### src/rtl/vga_timing_pkg.sv
// Shared timing constants, framebuffer geometry and scan flag payload for the VGA scan-out path.
package vga_timing_pkg;

  localparam int unsigned H_VISIBLE_DEF = 640;
  localparam int unsigned H_FP_DEF      = 16;
  localparam int unsigned H_SYNC_DEF    = 96;
  localparam int unsigned H_BP_DEF      = 48;
  localparam int unsigned V_VISIBLE_DEF = 480;
  localparam int unsigned V_FP_DEF      = 10;
  localparam int unsigned V_SYNC_DEF    = 2;
  localparam int unsigned V_BP_DEF      = 33;

  localparam int unsigned FB_WIDTH  = 320;
  localparam int unsigned FB_HEIGHT = 240;
  localparam int unsigned FB_ADDR_W = 17;
  localparam int unsigned FB_X_W    = 9;
  localparam int unsigned FB_Y_W    = 8;
  localparam int unsigned CNT_W     = 10;

  localparam int unsigned PIX_W = 3;
  localparam int unsigned PIX_R = 2;
  localparam int unsigned PIX_G = 1;
  localparam int unsigned PIX_B = 0;
  localparam int unsigned COL_W = 4;

  typedef struct packed {
    logic visible;
    logic vblank;
    logic hsync_n;
    logic vsync_n;
    logic origin;
  } scan_flags_t;

  localparam scan_flags_t FLAGS_RST = '{visible: 1'b0, vblank: 1'b1, hsync_n: 1'b1,
                                        vsync_n: 1'b1, origin: 1'b0};

  // y*FB_WIDTH + x with FB_WIDTH = 320 = 256 + 64
  function automatic logic [FB_ADDR_W-1:0] fb_addr(input logic [FB_Y_W-1:0] y,
                                                   input logic [FB_X_W-1:0] x);
    return (FB_ADDR_W'(y) << 8) + (FB_ADDR_W'(y) << 6) + FB_ADDR_W'(x);
  endfunction

endpackage

### src/rtl/vga_scanout_if.sv
// Framebuffer read port: registered address out, 1-CLK synchronous read data back.
interface vga_scanout_if;
  import vga_timing_pkg::*;

  logic [FB_ADDR_W-1:0] O_VRAM_ADDR;
  logic [PIX_W-1:0]     I_VRAM_DATA;

  modport master (output O_VRAM_ADDR, input I_VRAM_DATA);
  modport slave  (input O_VRAM_ADDR, output I_VRAM_DATA);
endinterface

### src/rtl/vga_sync_gen.sv
// Stage 0: pixel divider, h/v position counters and the timing flags decoded from them.
module vga_sync_gen
  import vga_timing_pkg::*;
#(
  parameter int unsigned CLK_DIV   = 2,
  parameter int unsigned H_VISIBLE = H_VISIBLE_DEF,
  parameter int unsigned H_FP      = H_FP_DEF,
  parameter int unsigned H_SYNC    = H_SYNC_DEF,
  parameter int unsigned H_BP      = H_BP_DEF,
  parameter int unsigned V_VISIBLE = V_VISIBLE_DEF,
  parameter int unsigned V_FP      = V_FP_DEF,
  parameter int unsigned V_SYNC    = V_SYNC_DEF,
  parameter int unsigned V_BP      = V_BP_DEF
) (
  input  logic              clk_i,
  input  logic              rst_i,
  output logic              tick_c_o,
  output logic [FB_X_W-1:0] fb_x_c_o,
  output logic [FB_Y_W-1:0] fb_y_c_o,
  output scan_flags_t       flags_c_o
);

  localparam int unsigned H_TOTAL = H_VISIBLE + H_FP + H_SYNC + H_BP;
  localparam int unsigned V_TOTAL = V_VISIBLE + V_FP + V_SYNC + V_BP;
  localparam int unsigned DIV_W   = (CLK_DIV > 1) ? $clog2(CLK_DIV) : 1;

  logic [DIV_W-1:0] div_q, div_d;
  logic [CNT_W-1:0] hcnt_q, hcnt_d;
  logic [CNT_W-1:0] vcnt_q, vcnt_d;
  logic             tick;

  assign tick = (div_q == DIV_W'(CLK_DIV - 1));

  // Both counters wrap on the same tick at the last pixel of the last line.
  always_comb begin
    div_d  = div_q;
    hcnt_d = hcnt_q;
    vcnt_d = vcnt_q;
    if (tick) begin
      div_d = '0;
      if (hcnt_q == CNT_W'(H_TOTAL - 1)) begin
        hcnt_d = '0;
        vcnt_d = (vcnt_q == CNT_W'(V_TOTAL - 1)) ? '0 : vcnt_q + CNT_W'(1);
      end else begin
        hcnt_d = hcnt_q + CNT_W'(1);
      end
    end else begin
      div_d = div_q + DIV_W'(1);
    end
  end

  always_ff @(posedge clk_i) begin
    if (rst_i) begin
      div_q  <= '0;
      hcnt_q <= '0;
      vcnt_q <= '0;
    end else begin
      div_q  <= div_d;
      hcnt_q <= hcnt_d;
      vcnt_q <= vcnt_d;
    end
  end

  assign tick_c_o  = tick;
  assign fb_x_c_o  = hcnt_q[CNT_W-1:1];
  assign fb_y_c_o  = vcnt_q[FB_Y_W:1];
  assign flags_c_o = '{
    visible: (hcnt_q < CNT_W'(H_VISIBLE)) && (vcnt_q < CNT_W'(V_VISIBLE)),
    vblank:  (vcnt_q >= CNT_W'(V_VISIBLE)),
    hsync_n: !((hcnt_q >= CNT_W'(H_VISIBLE + H_FP)) &&
               (hcnt_q <  CNT_W'(H_VISIBLE + H_FP + H_SYNC))),
    vsync_n: !((vcnt_q >= CNT_W'(V_VISIBLE + V_FP)) &&
               (vcnt_q <  CNT_W'(V_VISIBLE + V_FP + V_SYNC))),
    origin:  (hcnt_q == '0) && (vcnt_q == '0)
  };

endmodule

### src/rtl/vga_scanout.sv
// VGA scan-out: stage-1 framebuffer address, stage-2 pin registers for sync, colour and status.
module vga_scanout
  import vga_timing_pkg::*;
#(
  parameter int unsigned CLK_DIV   = 2,
  parameter int unsigned H_VISIBLE = H_VISIBLE_DEF,
  parameter int unsigned H_FP      = H_FP_DEF,
  parameter int unsigned H_SYNC    = H_SYNC_DEF,
  parameter int unsigned H_BP      = H_BP_DEF,
  parameter int unsigned V_VISIBLE = V_VISIBLE_DEF,
  parameter int unsigned V_FP      = V_FP_DEF,
  parameter int unsigned V_SYNC    = V_SYNC_DEF,
  parameter int unsigned V_BP      = V_BP_DEF
) (
  input  logic                 CLK,
  input  logic                 I_RESET,
  vga_scanout_if.master        vram,
  output logic                 O_HSYNC,
  output logic                 O_VSYNC,
  output logic [COL_W-1:0]     O_VIDEO_R,
  output logic [COL_W-1:0]     O_VIDEO_G,
  output logic [COL_W-1:0]     O_VIDEO_B,
  output logic                 O_VBLANK,
  output logic                 O_FRAME_START
);

  logic              tick;
  logic [FB_X_W-1:0] fb_x;
  logic [FB_Y_W-1:0] fb_y;
  scan_flags_t       s0_flags;

  vga_sync_gen #(
    .CLK_DIV(CLK_DIV),
    .H_VISIBLE(H_VISIBLE), .H_FP(H_FP), .H_SYNC(H_SYNC), .H_BP(H_BP),
    .V_VISIBLE(V_VISIBLE), .V_FP(V_FP), .V_SYNC(V_SYNC), .V_BP(V_BP)
  ) u_sync (
    .clk_i     (CLK),
    .rst_i     (I_RESET),
    .tick_c_o  (tick),
    .fb_x_c_o  (fb_x),
    .fb_y_c_o  (fb_y),
    .flags_c_o (s0_flags)
  );

  scan_flags_t          s1_q, s1_d;
  logic [FB_ADDR_W-1:0] addr_q, addr_d;
  logic [COL_W-1:0]     r_q, r_d, g_q, g_d, b_q, b_d;
  logic                 hsync_q, hsync_d, vsync_q, vsync_d;
  logic                 vblank_q, vblank_d, fstart_q, fstart_d;

  // Stage 2 samples read data the address has held for CLK_DIV cycles, so sync and colour leave together.
  always_comb begin
    s1_d     = s1_q;
    addr_d   = addr_q;
    r_d      = r_q;
    g_d      = g_q;
    b_d      = b_q;
    hsync_d  = hsync_q;
    vsync_d  = vsync_q;
    vblank_d = vblank_q;
    fstart_d = 1'b0;
    if (tick) begin
      s1_d     = s0_flags;
      addr_d   = s0_flags.visible ? fb_addr(fb_y, fb_x) : '0;
      r_d      = s1_q.visible ? {COL_W{vram.I_VRAM_DATA[PIX_R]}} : '0;
      g_d      = s1_q.visible ? {COL_W{vram.I_VRAM_DATA[PIX_G]}} : '0;
      b_d      = s1_q.visible ? {COL_W{vram.I_VRAM_DATA[PIX_B]}} : '0;
      hsync_d  = s1_q.hsync_n;
      vsync_d  = s1_q.vsync_n;
      vblank_d = s1_q.vblank;
      fstart_d = s1_q.origin;
    end
  end

  always_ff @(posedge CLK) begin
    if (I_RESET) begin
      s1_q     <= FLAGS_RST;
      addr_q   <= '0;
      r_q      <= '0;
      g_q      <= '0;
      b_q      <= '0;
      hsync_q  <= 1'b1;
      vsync_q  <= 1'b1;
      vblank_q <= 1'b1;
      fstart_q <= 1'b0;
    end else begin
      s1_q     <= s1_d;
      addr_q   <= addr_d;
      r_q      <= r_d;
      g_q      <= g_d;
      b_q      <= b_d;
      hsync_q  <= hsync_d;
      vsync_q  <= vsync_d;
      vblank_q <= vblank_d;
      fstart_q <= fstart_d;
    end
  end

  assign vram.O_VRAM_ADDR = addr_q;
  assign O_HSYNC          = hsync_q;
  assign O_VSYNC          = vsync_q;
  assign O_VIDEO_R        = r_q;
  assign O_VIDEO_G        = g_q;
  assign O_VIDEO_B        = b_q;
  assign O_VBLANK         = vblank_q;
  assign O_FRAME_START    = fstart_q;

endmodule

### src/flat_wrapper.sv
// flat-port wrapper written by rule: the top's interface ports become plain ports
module vga_scanout_flat import vga_timing_pkg::*;
#(
  parameter int unsigned CLK_DIV   = 2,
  parameter int unsigned H_VISIBLE = H_VISIBLE_DEF,
  parameter int unsigned H_FP      = H_FP_DEF,
  parameter int unsigned H_SYNC    = H_SYNC_DEF,
  parameter int unsigned H_BP      = H_BP_DEF,
  parameter int unsigned V_VISIBLE = V_VISIBLE_DEF,
  parameter int unsigned V_FP      = V_FP_DEF,
  parameter int unsigned V_SYNC    = V_SYNC_DEF,
  parameter int unsigned V_BP      = V_BP_DEF
)
  (CLK, I_RESET, O_HSYNC, O_VSYNC, O_VIDEO_R, O_VIDEO_G, O_VIDEO_B, O_VBLANK, O_FRAME_START, vram_O_VRAM_ADDR, vram_I_VRAM_DATA);
  vga_scanout_if vram_i ();
  input  logic CLK;
  input  logic I_RESET;
  output logic O_HSYNC;
  output logic O_VSYNC;
  output logic [COL_W-1:0] O_VIDEO_R;
  output logic [COL_W-1:0] O_VIDEO_G;
  output logic [COL_W-1:0] O_VIDEO_B;
  output logic O_VBLANK;
  output logic O_FRAME_START;
  output wire logic [$bits(vram_i.O_VRAM_ADDR)-1:0] vram_O_VRAM_ADDR;
  input wire logic [$bits(vram_i.I_VRAM_DATA)-1:0] vram_I_VRAM_DATA;
  assign vram_O_VRAM_ADDR = vram_i.O_VRAM_ADDR;
  assign vram_i.I_VRAM_DATA = vram_I_VRAM_DATA;
  vga_scanout #(.CLK_DIV(CLK_DIV), .H_VISIBLE(H_VISIBLE), .H_FP(H_FP), .H_SYNC(H_SYNC), .H_BP(H_BP), .V_VISIBLE(V_VISIBLE), .V_FP(V_FP), .V_SYNC(V_SYNC), .V_BP(V_BP)) u_core (.CLK(CLK), .I_RESET(I_RESET), .vram(vram_i), .O_HSYNC(O_HSYNC), .O_VSYNC(O_VSYNC), .O_VIDEO_R(O_VIDEO_R), .O_VIDEO_G(O_VIDEO_G), .O_VIDEO_B(O_VIDEO_B), .O_VBLANK(O_VBLANK), .O_FRAME_START(O_FRAME_START));
endmodule
### config.mk
export PLATFORM = sky130hd
export DESIGN_NAME = vga_scanout_flat
export DESIGN_NICKNAME = d
export VERILOG_FILES = /design/src/rtl/vga_timing_pkg.sv /design/src/rtl/vga_scanout_if.sv /design/src/rtl/vga_sync_gen.sv /design/src/rtl/vga_scanout.sv /design/src/flat_wrapper.sv
export SDC_FILE = /design/constraint.sdc
export NUM_CORES = 1
export LEC_CHECK = 0
export ABC_AREA = 1
export CORE_MARGIN = 1.5
export CORE_UTILIZATION = 47
export CTS_CLUSTER_SIZE = 14
export DETAILED_ROUTE_END_ITERATION = 10
export PLACE_DENSITY = 0.75
export SLEW_MARGIN = 20
export SYNTH_ARGS = -nofsm -noshare
export SYNTH_HDL_FRONTEND = slang
export SYNTH_SLANG_ARGS = --single-unit
### constraint.sdc
create_clock -name CLK -period 2.5 [get_ports CLK]
set_input_delay 0.5 -clock CLK [delete_from_list [all_inputs] [get_ports CLK]]
set_output_delay 0.5 -clock CLK [all_outputs]
set_load 0.03 [all_outputs]
**Yosys cells after proc, flatten, opt, wreduce, memory -nomap -nowiden**

Index checks and enable logic that the tools add are counted.

- Word-level logic and storage cells: 48
- Input bits: 5
- Output and inout bits: 33
- Register bits after elaboration: 59

- Order comparisons: 7
- Bitwise logic cells: 1
- Add/sub/neg operators: 5
- Reduce and logical (&&, ||, !) cells: 11
- Equal/unequal tests: 2
- Mux-type cells: 6

Operator list:

| kind | number |
|---|---|
| $add A10 B1 Y10 const B | 2 |
| $eq A10 B10 Y1 const B | 2 |
| $ge A10 B9 Y1 const B | 2 |
| $logic_not A10 Y1 | 2 |
| $lt A10 B10 Y1 const B | 2 |
| $lt A10 B9 Y1 const B | 2 |
| $mux W10 | 2 |
| $add A16 B14 Y17 | 1 |
| $add A17 B9 Y17 | 1 |
| $mux W17 | 1 |
| $mux W4 | 3 |
| $ge A10 B10 Y1 const B | 1 |
| $logic_and A1 B1 Y1 | 4 |
| $reduce_or A2 Y1 | 2 |
| $logic_not A1 Y1 | 2 |
| $reduce_and A2 Y1 | 1 |
| $add A1 B1 Y1 const B | 1 |
| $not A1 Y1 | 1 |

**Logic depth before layout (Yosys ltp)**

Gate-level depths: netlist of the first run.

- Depth after elaboration: 3
- Mapped depth: 12
- Mapped depth without buffers: 12

**Modules after synthesis**

From an unflattened synthesis of the first run, not the netlist that was laid out.

- Cells, all modules: 428
- Area total of the unflattened synthesis: 3001.6 um2

By module, submodules not included:

| module | instances | area an instance (um2) | cells an instance |
|---|---|---|---|
| vga_scanout | 1 | 1671.6 | 221 |
| vga_sync_gen | 1 | 1330.0 | 207 |

**Least setup slack after synthesis of the first run**

OpenSTA, ideal clock, no wires.

- Path kind: register to register
- Start: register u_core.u_sync.vcnt_q[1]
- End: register u_core.addr_q[13] (netlist: u_core.vram.O_VRAM_ADDR[13])
- Path slack: 0.435 ns
- Arrival: 1.944 ns
- Cell stages (with the launch flop): 12
- Required time: 2.379 ns
- Setup time: 0.121 ns
- Period minus slack after synthesis: 2.065 ns
- Cell sequence: dfxtp_1 inv_1 fa_1 fa_1 inv_1 nand3_1 nand2_1 nand3_1 nand2_1 nand2_1 nand2_1 o21ai_0

- Longest elaborated chain between the ends: 3
- Elaborated cells between the ends (all ways): 5

Ends and longest elaborated chain:

| what | line | RTL |
|---|---|---|
| start: declaration | vga_sync_gen.sv:29 | `logic [CNT_W-1:0] vcnt_q, vcnt_d;` |
| start signal: assignment | vga_sync_gen.sv:60 | `vcnt_q <= vcnt_d;` |
| $add A16 B14 Y17 / $lt A10 B9 Y1 (equally long branches) | vga_timing_pkg.sv:40, vga_sync_gen.sv:68 |  |
| $add A17 B9 Y17 / $logic_and A1 B1 Y1 (equally long branches) | vga_timing_pkg.sv:40, vga_sync_gen.sv:68 |  |
| $mux W17 (*) | vga_scanout.sv:64 | `addr_d = s0_flags.visible ? fb_addr(fb_y, fb_x) : '0;` |
| end signal: assignment | vga_scanout.sv:88 | `addr_q <= addr_d;` |
| end: declaration | vga_scanout.sv:46 | `logic [FB_ADDR_W-1:0] addr_q, addr_d;` |

Every way passes the cells marked *; elsewhere a longest branch is shown, timed or not.
A chain may end at the register's enable or synchronous reset.

**Worst setup path after layout of the first run**

Same ends and word-level chain as after synthesis.

==> results of run 1 <==
-- synthesized netlist by cell type --
library cell / count
o21ai_2: 1
ha_1: 19
clkbuf_1: 1
nand2_1: 102
inv_1: 35
a21o_1: 1
nor3_2: 2
o21a_1: 1
and2_1: 2
nand3_2: 1
buf_6: 1
buf_4: 10
a32o_1: 3
nand2_2: 2
nor2_4: 4
a31oi_1: 1
inv_2: 5
fa_1: 2
nand4_2: 1
nor2_2: 2
o22ai_1: 1
nand3_1: 21
o21ai_0: 16
or2_4: 1
nor3_4: 1
nand4_1: 6
o22a_1: 3
xor2_1: 3
o21ai_1: 2
buf_2: 2
nor3_1: 9
dfxtp_1: 50
o21bai_1: 1
nand3_4: 1
nor2_1: 36
o31ai_1: 2
a21oi_1: 15
nor4_1: 1
-- logic make-up after synthesis --
logic type	after synthesis
compound gates	47
buf+inv	54
xor+xnor	3
fa+ha+maj	21
simple gates	192
flops	50
-- per-layer routing --
metal,vias to the layer above,global-route usage [%],wire length (um)
li1,1253,-,-
met1,1085,26.4,2890
met2,53,33.6,2650
met3,10,4.02,224
met4,0,8.07,125
met5,-,0,0
-- final timing paths --
check | from | to | slack (ps) | cells after the start
worst max-delay path | u_core.u_sync.vcnt_q[1] | u_core.vram.O_VRAM_ADDR[13] | 210 | 11
worst min register to register | u_core.vram.O_VRAM_ADDR[15] | u_core.vram.O_VRAM_ADDR[15] | 460 | 2
worst min-delay path | u_core.vram.O_VRAM_ADDR[15] | u_core.vram.O_VRAM_ADDR[15] | 460 | 2
worst max register to register | u_core.u_sync.vcnt_q[1] | u_core.vram.O_VRAM_ADDR[13] | 210 | 11
-- per-stage QoR --
stage / util (%) / total power [W] / instance area [um2] / setup slack, ps
2_1_floorplan: - / 0.000897 / 2720 / 435
3_3_place_gp: 55.8 / 0.000924 / 3090 / 323
3_5_place_dp: 55.8 / 0.000926 / 3090 / 241
4_1_cts: 57.5 / 0.00143 / 3190 / 217
5_1_grt: 57.5 / 0.00147 / 3190 / 55.1
6_report: 57.5 / 0.00141 / 3190 / 213
-- flip-flops by register name, indices dropped and copies added (netlist names), 5 cells and up --
register,count
u_core.u_sync.hcnt_q,10
u_core.vram.O_VRAM_ADDR,17
u_core.s1_q,5
u_core.u_sync.vcnt_q,10
-- power groups by stage --
stage | Combinational (W) | Sequential (W) | Clock, W
floorplan | 0.0000607 | 0.000837 | 0
global placement | 0.0000887 | 0.000835 | 0
detailed placement | 0.0000895 | 0.000836 | 0
CTS | 0.0000899 | 0.000818 | 0.000518
global route | 0.0000992 | 0.000820 | 0.000553
finish | 0.0000892 | 0.000817 | 0.000505
-- critical path: stages, from the launching register on --
cell and delay [ps]:
dfxtp_1 410, inv_1 130, fa_1 550, fa_1 470, inv_1 90, nand3_1 70, nand2_1 140, nand3_1 90
nand2_1 80, nand2_1 50, nand2_1 50, o21ai_0 60
-- cell type report --
type	instances	area share [%]
timing repair buffer	39	12.1
inverter	40	4.71
tap	72	2.83
sequential	50	31.4
multi-input combinational	263	46.0
clock inverter	3	0.825
clock buffer	5	2.16
==> impl_metrics.py, run 1 <==
metrics = {
    "outcome": {
        "status": "finished, final reports clean",
    },
    "die": {
        "core_um2": 5540,
        "die_w_um": 79.0,
        "rows": 27,
        "start_util_pct": 49.0,
        "die_h_um": 79.0,
        "dieArea_um2": 6240,
        "ioPinCount": 38,
    },
    "timing": {
        "setup_tns_ps": 0,
        "max-slew-margin-rel_pct": 74.1,
        "drv_slew": 0,
        "skew_ps": 12.6,
        "period_share_pct": 91.5,
        "hold_ws_ps": 457,
        "fmax_mhz": 437,
        "setup_viol": 0,
        "rsz0062_at_grt": "no",
        "timing.final.hold_violations": 0,
        "worst_pin_slew_ps": 388,
        "fin_crit_ps": 2290,
    },
    "power": {
        "power.density_nw_per_um2": 443,
        "power_frac_comb_pct": 6.3,
        "p_int_w": 0.00105,
        "p_leak_nw": 1.35,
        "swShare_pct": 25.8,
        "peakVddDrop_mv": 0.230,
        "power_switching_w": 0.000364,
        "p_clk_share_pct": 35.8,
        "seqPwrFrac_pct": 57.9,
    },
    "synthesis": {
        "syn_nets": 393,
        "synth-seq-cells": 50,
        "yosys.area_share.simple_pct": 32.4,
        "yosys.area.top_type": "dfxtp_1",
        "synth_compound_area_share_pct": 10.3,
        "synthAdderAreaFrac_pct": 10.2,
        "synth_top_area_share_pct": 36.9,
        "yosys_warnings": 0,
        "synth_top_family_by_area": "simple AND/OR/NAND/NOR gates",
        "ys_types": 38,
        "synth_xor_area_share_pct": 0.968,
        "syn_area_um2": 2720,
        "ys_seq_area_share_pct": 36.9,
        "synthTopCellsByArea": "dfxtp_1 37%, nand2_1 14%, ha_1 8.8%",
        "syn_area_per_cell_um2": 7.40,
        "synth.area.mux_share_pct": 0,
        "postSynthCellCount": 367,
    },
    "layout": {
        "diodes": 0,
        "area_growth_pct": 17.3,
        "ff_latch_area_um2": 1000,
        "instances_no_fill": 472,
        "mostFrequentLayoutCells": "102 x nand2_1, 50 x dfxtp_1, 37 x clkdlybuf4s50_1",
        "multi_input_comb_area_um2": 1460,
        "fill_cells": 538,
        "nets": 425,
        "mostFrequentLayoutCell": "nand2_1",
        "drive_gt1_share_pct": 7.75,
    },
    "hold_path": {
        "min_path_type": "reg2reg",
    },
    "critical_path": {
        "cp_max_fo": 5,
        "end_kind": "register",
        "crit_required_ps": 2710,
        "crit_path_start_kind": "register",
        "cp.arrival_ps": 2490,
        "setup.worst_path.class": "reg2reg",
    },
    "run": {
        "drv_cap": 0,
    },
    "global_route": {
        "globalRouteOverflowTotal": 0,
        "grt_pass1_vias": 2180,
        "grt_pass1_wl_um": 10100,
        "track_usage_pct": 20.5,
        "grt_antenna_before_repair": 0,
        "grt_max_degree": 22,
    },
    "routing": {
        "antenna_left": 0,
        "drtIter0Drc": 131,
        "drt_wl_total_um": 5890,
        "avgViaCountPerCell": 5.09,
        "first_pass_iters": 4,
        "num_vias": 2401,
        "drc": 0,
        "wl_per_cell_um": 12.5,
    },
    "placement": {
        "port_buffers": 37,
        "placedCellCount": 464,
        "dp_hpwl_um": 4540,
        "gp_congestion": 0.883,
    },
    "clocking": {
        "cts.repair.resized": 0,
        "htreeDepth": 2,
        "cts_tree": "built",
        "clockBufferDepth": 2,
        "postCtsHoldBufs": 0,
        "cts_buffers": 5,
        "clkLatencyLatePin_ps": 310,
        "cts-root-buf": "clkbuf_8",
        "clkTransAtPathRegs_ps": 100,
        "post_cts.repair.setup_buffers": 0,
        "clock-sinks": 50,
    },
}
Note: power is estimated with default switching activity, not from simulation.
==> run 2, diff against run 1 <==
CORE_MARGIN = default   (was 1.5)
MAX_ROUTING_LAYER = met4   (was default)
==> impl_metrics.py, run 2 (same netlist as run 1, synthesis figures left out) <==
metrics = {
    "outcome": {
        "status": "finished, final reports clean",
    },
    "critical_path": {
        "setup.worst_path.class": "reg2reg",
        "crit_path_start_kind": "register",
        "cp.arrival_ps": 2480,
        "cp_max_fo": 5,
        "rr_worst_depth": 11,
        "end_kind": "register",
        "crit_required_ps": 2700,
    },
    "timing": {
        "drv_slew": 0,
        "worst_pin_slew_ps": 395,
        "period_share_pct": 91.0,
        "rsz0062_at_grt": "no",
        "fin_ws_ps": 225,
        "skew_ps": 5.02,
        "max-slew-margin-rel_pct": 73.6,
        "fmax_mhz": 440,
        "setup_viol": 0,
        "setup_tns_ps": 0,
        "timing.final.hold_violations": 0,
        "fin_crit_ps": 2270,
    },
    "clocking": {
        "htreeDepth": 2,
        "postCtsHoldBufs": 0,
        "post_cts.repair.setup_buffers": 0,
        "clock-sinks": 50,
        "cts_tree": "built",
        "cts.repair.resized": 0,
        "cts_buffers": 5,
        "clkTransAtPathRegs_ps": 100,
        "clkLatencyLatePin_ps": 310,
        "cts-root-buf": "clkbuf_8",
        "clockBufferDepth": 2,
    },
    "routing": {
        "wl_per_cell_um": 12.8,
        "num_vias": 2433,
        "drc": 0,
        "antenna_left": 0,
        "first_pass_iters": 4,
        "drt_wl_total_um": 6050,
        "drtIter0Drc": 150,
        "avgViaCountPerCell": 5.15,
    },
    "layout": {
        "nets": 425,
        "final_core_util_pct": 57.9,
        "largest_reg_flops": 17,
        "ff_latch_area_um2": 1000,
        "area_growth_pct": 18.1,
        "mostFrequentLayoutCells": "102 x nand2_1, 50 x dfxtp_1, 37 x clkdlybuf4s50_1",
        "multi_input_comb_area_um2": 1460,
        "fill_cells": 512,
        "mostFrequentLayoutCell": "nand2_1",
        "drive_gt1_share_pct": 7.75,
        "diodes": 0,
    },
    "die": {
        "start_util_pct": 49.0,
        "dieArea_um2": 6080,
        "die_h_um": 78.0,
        "rows": 27,
        "ioPinCount": 38,
        "core_um2": 5540,
        "die_w_um": 78.0,
    },
    "power": {
        "p_leak_nw": 1.36,
        "power.density_nw_per_um2": 468,
        "peakVddDrop_mv": 0.350,
    },
    "global_route": {
        "grt_pass1_wl_um": 10100,
        "globalRouteOverflowTotal": 0,
        "grt_antenna_before_repair": 0,
        "track_usage_pct": 21.4,
        "grt_max_degree": 22,
        "grt_pass1_vias": 2263,
    },
    "run": {
        "drv_cap": 0,
    },
    "hold_path": {
        "hold_depth": 2,
        "min_path_type": "reg2reg",
    },
    "placement": {
        "place_ws_ps": 255,
        "dp_hpwl_um": 4550,
        "gp_congestion": 0.889,
        "port_buffers": 37,
    },
}
-- run 2: cell types whose count changed in the layout (fill, tap and decap cells not counted) --
cell	before	now
bufinv_16	0	1
inv_6	2	1
-- run 2: power breakdown --
part | switching, W | internal (W) | total, W
clock | 0.000291 | 0.000304 | 0.000595
sequential | 0.0000107 | 0.000807 | 0.000818
combinational | 0.0000563 | 0.0000334 | 0.0000897
total | 0.000358 | 0.00114 | 0.00150
-- run 2: metrics by stage --
step	hold slack (ps)	power [W]	instances	instance area, um2
after detailed placement	427	0.000925	464	3090
final	452	0.00150	472	3210
after global routing	453	0.00155	472	3210
after CTS	445	0.00150	472	3210
after global placement	434	0.000924	464	3090
after floorplan	410	0.000897	367	2720
-- run 2: area by class of cell --
cell class | instances | area share (%)
clock buffer | 5 | 2.15
clock inverter | 3 | 1.48
inverter | 40 | 4.68
multi-input combinational | 263 | 45.6
sequential | 50 | 31.2
tap | 72 | 2.81
timing repair buffer | 39 | 12.0
-- run 2: worst paths after layout --
kind                           startpoint                           to  slack, ps
hold reg to reg            u_core.s1_q[0]         u_core.O_FRAME_START        450
hold / removal             u_core.s1_q[0]         u_core.O_FRAME_START        450
setup reg to reg  u_core.u_sync.vcnt_q[1]  u_core.vram.O_VRAM_ADDR[13]        230
setup / recovery  u_core.u_sync.vcnt_q[1]  u_core.vram.O_VRAM_ADDR[13]        230
-- run 2: per-layer routing --
layer	GRT usage [%]	up-vias	wire, um	part of all wire, %
met5	-	-	0	0
met4	7.22	0	128	2.1
met3	3.53	11	246	4.1
met2	35.7	63	2840	47
met1	26.4	1107	2830	47
li1	-	1252	-	-
-- run 2: worst max-delay path, stage by stage (launching register included) --
cell	delay, ps
dfxtp_1	430
inv_1	130
fa_1	550
fa_1	460
inv_1	90
nand3_1	60
nand2_1	140
nand3_1	80
nand2_1	80
nand2_1	50
nand2_1	50
o21ai_0	60
==> run 3, diff against run 2 <==
CORE_ASPECT_RATIO = 0.6   (was default)
SKIP_CTS_REPAIR_TIMING = 1   (was default)
==> impl_metrics.py, run 3 (same netlist as run 1, synthesis figures left out) <==
metrics = {
    "die": {
        "die_h_um": 60.9,
        "die_w_um": 100,
        "ioPinCount": 38,
        "rows": 21,
        "core_um2": 5570,
        "dieArea_um2": 6090,
        "start_util_pct": 48.7,
    },
    "layout": {
        "largest_reg_flops": 17,
        "mostFrequentLayoutCell": "nand2_1",
        "diodes": 0,
        "mostFrequentLayoutCells": "102 x nand2_1, 50 x dfxtp_1, 37 x clkdlybuf4s50_1",
        "area_growth_pct": 19.2,
        "instances_no_fill": 483,
        "nets": 428,
        "drive_gt1_share_pct": 8.44,
    },
    "critical_path": {
        "critPathMostFrequentCell": "nand2_1",
        "cp.arrival_ps": 2480,
        "cp.buffers_inverters": 2,
        "rrSetupSlack_ps": 220,
        "end_kind": "register",
        "crit_path_top_delay_cell": "fa_1",
        "r2r_start": "u_core.u_sync.vcnt_q[1]",
        "cp_max_fo": 5,
        "slowest_delay_ps": 550,
        "crit_required_ps": 2710,
        "setup.worst_path.class": "reg2reg",
        "rr_worst_depth": 11,
        "critical-path-top-delay-family": "adder cells",
        "crit_path_start_kind": "register",
        "crit_path_cell_trace": "inv_1, fa_1, fa_1, inv_1, nand3_1, nand2_1, nand3_1, nand2_1, nand2_1, nand2_1, o21ai_0",
        "reg2reg_to": "u_core.vram.O_VRAM_ADDR[13]",
    },
    "timing": {
        "fmax_mhz": 439,
        "drv_slew": 0,
        "worst_pin_slew_ps": 395,
        "period_share_pct": 91.2,
        "max-slew-margin-rel_pct": 73.6,
        "fin_crit_ps": 2280,
        "setup_viol": 0,
        "setup_tns_ps": 0,
        "timing.final.hold_violations": 0,
        "rsz0062_at_grt": "no",
        "skew_ps": 8.11,
    },
    "clocking": {
        "cts_tree": "built",
        "clock-sinks": 50,
        "clockBufferDepth": 2,
        "clkTransAtPathRegs_ps": 100,
        "cts-root-buf": "clkbuf_8",
        "htreeDepth": 2,
        "clkLatencyLatePin_ps": 310,
        "cts_buffers": 5,
    },
    "global_route": {
        "globalRouteOverflowTotal": 0,
        "track_usage_pct": 23.0,
        "grt_pass1_vias": 2148,
        "grt_antenna_before_repair": 0,
        "grt_pass1_wl_um": 10400,
        "grt_max_degree": 23,
    },
    "outcome": {
        "status": "finished, final reports clean",
    },
    "placement": {
        "placedCellCount": 475,
        "gp_congestion": 0.980,
        "dp_hpwl_um": 4770,
        "port_buffers": 37,
    },
    "routing": {
        "wl_per_cell_um": 13.1,
        "drt_wl_total_um": 6340,
        "avgViaCountPerCell": 5.12,
        "num_vias": 2475,
        "drtIter0Drc": 203,
        "antenna_left": 0,
        "drc": 0,
        "first_pass_iters": 5,
    },
    "hold_path": {
        "hold_start": "u_core.s1_q[0]",
        "hold_path_end": "u_core.O_FRAME_START",
        "min_path_type": "reg2reg",
        "hold_depth": 2,
    },
    "power": {
        "p_leak_nw": 1.37,
        "power_w": 0.00150,
        "power.density_nw_per_um2": 462,
        "peakVddDrop_mv": 0.230,
    },
    "run": {
        "drv_cap": 0,
    },
}
==> run 3: cell count changes in the layout (fill, tap and decap cells not counted), sizes merged <==
| cell | before | now |
|---|---|---|
| buf | 2 | 5 |
==> run 3: worst reg2reg max path, delay by kind of cell (launching register included) <==
| family | cells | cell delay (ps) |
|---|---|---|
| compound gates | 1 | 60 |
| fa+ha+maj | 2 | 1000 |
| flops | 1 | 420 |
| simple gates | 6 | 470 |
| buf+inv | 2 | 220 |
==> run 3: stage by stage <==
stage | hold slack [ps] | utilization (%) | setup WS, ps | cell area [um2]
6_report | 440 | 58.1 | 221 | 3240
2_1_floorplan | 410 | - | 435 | 2720
3_3_place_gp | 428 | 56.1 | 319 | 3120
5_1_grt | 465 | 58.1 | 40.1 | 3240
4_1_cts | 438 | 58.1 | 237 | 3240
3_5_place_dp | 429 | 56.1 | 268 | 3120
==> run 3: worst max-delay path by stage <==
stage                                       start                     endpoint  slack [ps]  cells past startpoint
after global placement    u_core.u_sync.vcnt_q[1]  u_core.vram.O_VRAM_ADDR[13]         320                     11
final                     u_core.u_sync.vcnt_q[1]  u_core.vram.O_VRAM_ADDR[13]         220                     11
after floorplan           u_core.u_sync.vcnt_q[1]  u_core.vram.O_VRAM_ADDR[13]         430                     11
after detailed placement  u_core.u_sync.vcnt_q[1]  u_core.vram.O_VRAM_ADDR[13]         270                     11
after CTS                 u_core.u_sync.vcnt_q[1]  u_core.vram.O_VRAM_ADDR[13]         240                     11
after global routing      u_core.u_sync.vcnt_q[1]  u_core.vram.O_VRAM_ADDR[13]          40                     11
==> run 3: report_power, final <==
group / switching [W] / internal [W] / total (W) / leakage (nW)
clock network: 0.000286 / 0.000300 / 0.000586 / 0.0585
logic: 0.0000574 / 0.0000344 / 0.0000917 / 0.911
registers: 0.0000116 / 0.000807 / 0.000818 / 0.404
==> run 3: area by class of cell <==
type,count,area (um2)
clock buffer,5,68.8
clock inverter,3,43.8
fill,543,2330
inverter,40,150
multi-input combinational,263,1460
sequential,50,1000
tap,80,100
timing repair buffer,42,408
==> run 3: layer usage <==
metal  GRT usage (%)  up-vias  part of all wire, %
li1                -     1267                    -
met1            34.8     1113                   53
met4            5.80        0                 0.54
met2            30.3       90                   38
met3            4.61        5                  8.0
met5               -        -                    0
